===== src/rtl/lsu_mem_master.sv =====
// Load/store initiator between the MEM stage and a word-organised data memory.
// Optional misalignment reporting is enabled with `define LSU_MISALIGN_EXC_EN.
module lsu_mem_master #(
  parameter int ADDR_W  = 9,
  parameter int DATA_W  = 32,
  parameter int MEM_LAT = 1
) (
  input  logic              clk,
  input  logic              rst_n,
  input  logic              req_valid,
  output logic              req_ready,
  input  logic              mem_read,
  input  logic              mem_write,
  input  logic [2:0]        funct3,
  input  logic [ADDR_W-1:0] addr,
  input  logic [DATA_W-1:0] wd,
  output logic [ADDR_W-1:0] mem_addr,
  output logic [DATA_W-1:0] mem_wdata,
  output logic [3:0]        mem_wr,
  input  logic [DATA_W-1:0] mem_rdata,
  output logic              resp_valid,
  output logic              resp_store,
  output logic [DATA_W-1:0] rd
`ifdef LSU_MISALIGN_EXC_EN
  ,
  output logic              misaligned
`endif
);

  // state  | meaning
  // IDLE   | ready for a new request
  // ACCESS | address (and store strobe) presented for one cycle
  // WAIT   | load latency count, address held
  // DONE   | one-cycle response pulse
  typedef enum logic [1:0] {IDLE, ACCESS, WAIT, DONE} state_t;

  localparam int CNT_W = (MEM_LAT > 1) ? $clog2(MEM_LAT) : 1;
  localparam logic [CNT_W-1:0] CNT_LOAD = CNT_W'(MEM_LAT - 1);

  state_t            state, state_nxt;
  logic              load_q, load_nxt;
  logic [2:0]        f3_q, f3_nxt;
  logic [1:0]        lo_q, lo_nxt;
  logic [CNT_W-1:0]  cnt, cnt_nxt;
  logic [ADDR_W-1:0] mem_addr_nxt;
  logic [DATA_W-1:0] mem_wdata_nxt, rd_nxt;
  logic [3:0]        mem_wr_nxt, strobe;
  logic [DATA_W-1:0] repl;
  logic              resp_valid_nxt, resp_store_nxt, req_ready_nxt, start;
  logic [1:0]        size_in;

  // 0 = byte, 1 = half, 2 = word; loads and stores decode funct3 differently
  function automatic logic [1:0] acc_size(input logic load, input logic [2:0] f3);
    if (load)
      return (f3[1:0] == 2'b00) ? 2'd0 : (f3[1:0] == 2'b01) ? 2'd1 : 2'd2;
    return (f3 == 3'b000) ? 2'd0 : (f3 == 3'b001) ? 2'd1 : 2'd2;
  endfunction

  function automatic logic [DATA_W-1:0] load_extract(input logic [DATA_W-1:0] word,
                                                     input logic [2:0] f3,
                                                     input logic [1:0] lo);
    logic [7:0]  b;
    logic [15:0] h;
    b = word[{lo, 3'b000} +: 8];
    h = word[{lo[1], 4'b0000} +: 16];
    case (f3)
      3'b000:  return {{24{b[7]}}, b};
      3'b100:  return {24'b0, b};
      3'b001:  return {{16{h[15]}}, h};
      3'b101:  return {16'b0, h};
      default: return word;
    endcase
  endfunction

  assign start   = req_valid && (mem_read || mem_write);
  assign size_in = acc_size(mem_read, funct3);

  always_comb begin
    strobe = 4'b1111;
    repl   = wd;
    case (size_in)
      2'd0: begin
        strobe = 4'b0001 << addr[1:0];
        repl   = {4{wd[7:0]}};
      end
      2'd1: begin
        strobe = addr[1] ? 4'b1100 : 4'b0011;
        repl   = {2{wd[15:0]}};
      end
      default: ;
    endcase
  end

`ifdef LSU_MISALIGN_EXC_EN
  logic mis_req, misaligned_nxt;
  assign mis_req = ((size_in == 2'd1) && addr[0]) || ((size_in == 2'd2) && (addr[1:0] != 2'b00));
`endif

  always_comb begin
    state_nxt      = state;
    load_nxt       = load_q;
    f3_nxt         = f3_q;
    lo_nxt         = lo_q;
    cnt_nxt        = cnt;
    mem_addr_nxt   = mem_addr;
    mem_wdata_nxt  = mem_wdata;
    mem_wr_nxt     = 4'b0000;
    resp_valid_nxt = 1'b0;
    resp_store_nxt = 1'b0;
    rd_nxt         = rd;
`ifdef LSU_MISALIGN_EXC_EN
    misaligned_nxt = 1'b0;
`endif
    case (state)
      IDLE: begin
        if (start) begin
          load_nxt = mem_read;
          f3_nxt   = funct3;
          lo_nxt   = addr[1:0];
`ifdef LSU_MISALIGN_EXC_EN
          if (mis_req) begin
            state_nxt      = DONE;
            resp_valid_nxt = 1'b1;
            resp_store_nxt = !mem_read;
            rd_nxt         = '0;
            misaligned_nxt = 1'b1;
          end else begin
`else
          begin
`endif
            state_nxt    = ACCESS;
            mem_addr_nxt = {addr[ADDR_W-1:2], 2'b00};
            if (!mem_read) begin
              mem_wr_nxt    = strobe;
              mem_wdata_nxt = repl;
            end
          end
        end
      end
      ACCESS: begin
        if (load_q) begin
          state_nxt = WAIT;
          cnt_nxt   = CNT_LOAD;
        end else begin
          state_nxt      = DONE;
          resp_valid_nxt = 1'b1;
          resp_store_nxt = 1'b1;
        end
      end
      WAIT: begin
        if (cnt == '0) begin
          state_nxt      = DONE;
          resp_valid_nxt = 1'b1;
          rd_nxt         = load_extract(mem_rdata, f3_q, lo_q);
        end else begin
          cnt_nxt = cnt - 1'b1;
        end
      end
      default: state_nxt = IDLE;
    endcase
  end

  assign req_ready_nxt = (state_nxt == IDLE);

  always_ff @(posedge clk or negedge rst_n) begin
    if (!rst_n) state <= IDLE;
    else        state <= state_nxt;
  end

  always_ff @(posedge clk or negedge rst_n) begin
    if (!rst_n) begin
      load_q     <= 1'b0;
      f3_q       <= 3'b000;
      lo_q       <= 2'b00;
      cnt        <= '0;
      req_ready  <= 1'b1;
      mem_addr   <= '0;
      mem_wdata  <= '0;
      mem_wr     <= 4'b0000;
      resp_valid <= 1'b0;
      resp_store <= 1'b0;
      rd         <= '0;
    end else begin
      load_q     <= load_nxt;
      f3_q       <= f3_nxt;
      lo_q       <= lo_nxt;
      cnt        <= cnt_nxt;
      req_ready  <= req_ready_nxt;
      mem_addr   <= mem_addr_nxt;
      mem_wdata  <= mem_wdata_nxt;
      mem_wr     <= mem_wr_nxt;
      resp_valid <= resp_valid_nxt;
      resp_store <= resp_store_nxt;
      rd         <= rd_nxt;
    end
  end

`ifdef LSU_MISALIGN_EXC_EN
  always_ff @(posedge clk or negedge rst_n) begin
    if (!rst_n) misaligned <= 1'b0;
    else        misaligned <= misaligned_nxt;
  end
`endif

endmodule


===== config.mk =====
export PLATFORM = sky130hd
export DESIGN_NAME = lsu_mem_master
export DESIGN_NICKNAME = d
export VERILOG_FILES = /design/src/rtl/lsu_mem_master.sv
export SDC_FILE = /design/constraint.sdc
export NUM_CORES = 1
export LEC_CHECK = 0
export ABC_AREA = 1
export ABC_CLOCK_PERIOD_IN_PS = 3800
export CORE_MARGIN = 2
export CORE_UTILIZATION = 49
export DETAILED_ROUTE_END_ITERATION = 8
export GPL_TIMING_DRIVEN = 0
export PLACE_DENSITY_LB_ADDON = 0.08
export SLEW_MARGIN = 20
export SYNTH_ARGS = -nofsm -noshare
export SYNTH_HDL_FRONTEND = slang
export SYNTH_SLANG_ARGS = --single-unit

===== constraint.sdc =====
create_clock -name clk -period 3.8 [get_ports clk]
set_input_delay 0.76 -clock clk [delete_from_list [all_inputs] [get_ports clk]]
set_output_delay 0.76 -clock clk [all_outputs]
set_load 0.005 [all_outputs]

==> out/qor.csv <==
metric,value,unit
critical-path-top-delay-family,flip-flops,
syn_to_final_growth,43.7,%
slew_viol_final,0,
ctsResizeCount,0,
worstPathRequired,3040,ps
design.die.area,0.00997,mm²
worst_slack,1680,ps
worstHoldPathType,in2async,
synthArstFlopShare,100,%
syn_area,0.00450,mm²
dieWidth,99.8,µm
reg2reg_depth,7,
io_pins,161,
synthAdderAreaFrac,1.11,%
crit_path_max_incr_delay,520,ps
switchingPower,1.82,mW
crit_fanout,1,
synthXorXnorAreaFrac,0,%
regToRegEndpoint,rd[12],
antenna_found_initial,0,
first_global_vias,4594,
ir_drop,0.000375,V
viasPerCell,5.25,
syn_avg_cell_area,7.58,µm²
synth-simple-area-share,31.6,%
avgRoutedWirePerCell,15.6,µm
antenna_left,0,
setup_viol,0,
nNetsFinal,850,
synth_compound_area_share,10.0,%
intPower,3.04,mW
path_clk_slew,100,ps
insertion_delay,350,ps
synth_top_family_by_area,simple AND/OR/NAND/NOR gates,
vias,4608,
relSlewSlack,58.4,%
wl,13700,µm
grt_pass1_wl,22200,µm
drc,0,
synth_edf_count,0,
fmax,472,MHz
drtPass1Iterations,4,
cts_root_buf,clkbuf_8,
yosys.area.top_type_share,47.3,%
tightest_slew,622,ps
rows,34,
drive_gt1_share,10.3,%
finalCritPeriodShare,55.7,%
critical_path.cell_chain,clkdlybuf4s50_1,
worstSetupStartpointType,flip-flop,
synth-seq-area-share,47.8,%
end_kind,output pin,
hpwl,10300,µm
portBuffers,158,
synth_mux_area_share,0,%
cts_max_level,3,
path_class,reg2out,
crit_slowest_cell,dfstp_2,
skew,9.06,ps
cts_buffers,9,
hold_viol,0,
hold_slack,398,ps
max-cap-violations,0,
hold_buffers,0,
comb_power_share,51.6,%
fin_setup_tns,0,ps
yosys_warnings,0,
cts_tree,built,
period_needed,2120,ps
synth_area_leader_cell,dfrtp_1,
pwr_density_cell,752,mW/mm²
grt_util_all_layers,28.3,%
r2r_setup_slack,1920,ps
worstReg2RegStart,state[0],
clockPowerShare,15.4,%
post-place-ws,1470,ps
grt_max_degree,46,
arrival,1360,ps
clk_path_buf_depth,2,
synth_seq_cells,86,
grt_setup_unrepaired,false,
antennaDiodeCount,0,
yosys_most_used_dff,dfrtp_1,
die_h,99.8,µm
synth.area.top_cells,"dfrtp_1, nand2_1, inv_1",
drt_iter0_drc,189,
path_buf_inv,1,
pwr-share-seq,32.9,%
synth.distinct_cells,28,
clock-sinks,86,
swShare,37.5,%
gp_congestion,0.931,
cts_setup_buffers,0,
initial_core_util,51.1,%
syn-instance-count,594,
fp.coreArea,0.00881,mm²
leakage,3.31,nW
globalRouteOverflowTotal,0,
status,finished clean,
==> stage by stage <==
step                      cells  utilization, %  area, µm²  power, mW
after floorplan             595               -       4500       2.87
after global placement      861            70.6       6220       4.03
after detailed placement    862            70.8       6240       4.11
after CTS                   878            73.5       6470       4.88
after global routing        878            73.5       6470       5.23
final                       878            73.5       6470       4.86
==> cell families (layout without fill, tap and decap cells) <==
| group | after synthesis | in the layout |
|---|---|---|
| other | 1 | 2 |
| flip-flops | 86 | 86 |
| buffers and inverters | 97 | 272 |
| adder cells (fa/ha/maj) | 4 | 4 |
| AO/OA/AOI/OAI | 82 | 82 |
| AND/OR/NAND/NOR | 324 | 324 |
==> cells in the final DEF, fill, tap and decap left out, types with 5 or more instances in the layout <==
cell / n
inv_2: 5
or2_2: 16
o21ai_0: 22
buf_2: 8
a2bb2oi_1: 8
clkbuf_1: 13
nand3_2: 11
buf_4: 5
a21oi_1: 45
nor2_1: 21
dfrtp_1: 85
clkdlybuf4s50_1: 157
nand2_1: 232
inv_1: 63
nand3_1: 31
clkbuf_8: 10
==> cell type report <==
cell class / instances / area [µm²]
tap: 108 / 135
inverter: 68 / 255
buffer: 29 / 164
multi-input combinational: 412 / 1930
clock buffer: 10 / 138
timing repair buffer: 159 / 1600
fill: 685 / 2340
sequential: 86 / 2150
clock inverter: 6 / 92.6
==> state kept, by name, indices dropped and copies added (netlist names) <==
name	cells
f3_q	3
lo_q	2
load_q	1
mem_addr	7
mem_wdata	32
mem_wr	4
rd	32
req_ready	1
resp_store	1
resp_valid	1
state	2
==> worst max-delay path by stage <==
| stage | from | end | slack (ps) | cells after the start |
|---|---|---|---|---|
| 2_1_floorplan | mem_read | mem_wdata[12] | 2260 | 8 |
| 3_3_place_gp | rst_n | mem_wdata[11] | -1090 | 1 |
| 3_5_place_dp | mem_read | mem_addr[4] | 1470 | 4 |
| 4_1_cts | req_ready | req_ready | 1670 | 1 |
| 5_1_grt | req_ready | req_ready | 1630 | 1 |
| 6_report | req_ready | req_ready | 1680 | 1 |
==> power by group through the flow <==
| stage | combinational (mW) | clock [mW] | sequential [mW] |
|---|---|---|---|
| floorplan | 1.26 | 0 | 1.61 |
| global placement | 2.43 | 0 | 1.60 |
| detailed placement | 2.50 | 0 | 1.61 |
| CTS | 2.52 | 0.757 | 1.60 |
| global route | 2.78 | 0.795 | 1.65 |
| finish | 2.51 | 0.750 | 1.60 |
==> cell usage after synthesis, drive strengths merged, types with 2 or more instances <==
cell / instances
a21oi: 45
o21ai: 22
dfrtp: 85
ha: 4
nor2: 26
a31oi: 2
a2bb2oi: 8
clkbuf: 13
buf: 16
nand4: 2
inv: 68
or2: 16
o22ai: 3
nand2: 238
nand3: 42
==> layer usage <==
metal,GRT usage [%],vias to the layer above,wire length (µm)
li1,-,2181,-
met4,7.80,0,245
met5,0,-,0
met1,34.6,2186,5390
met2,49.8,216,6800
met3,7.24,25,1260
(Power assumes the default switching activity.)
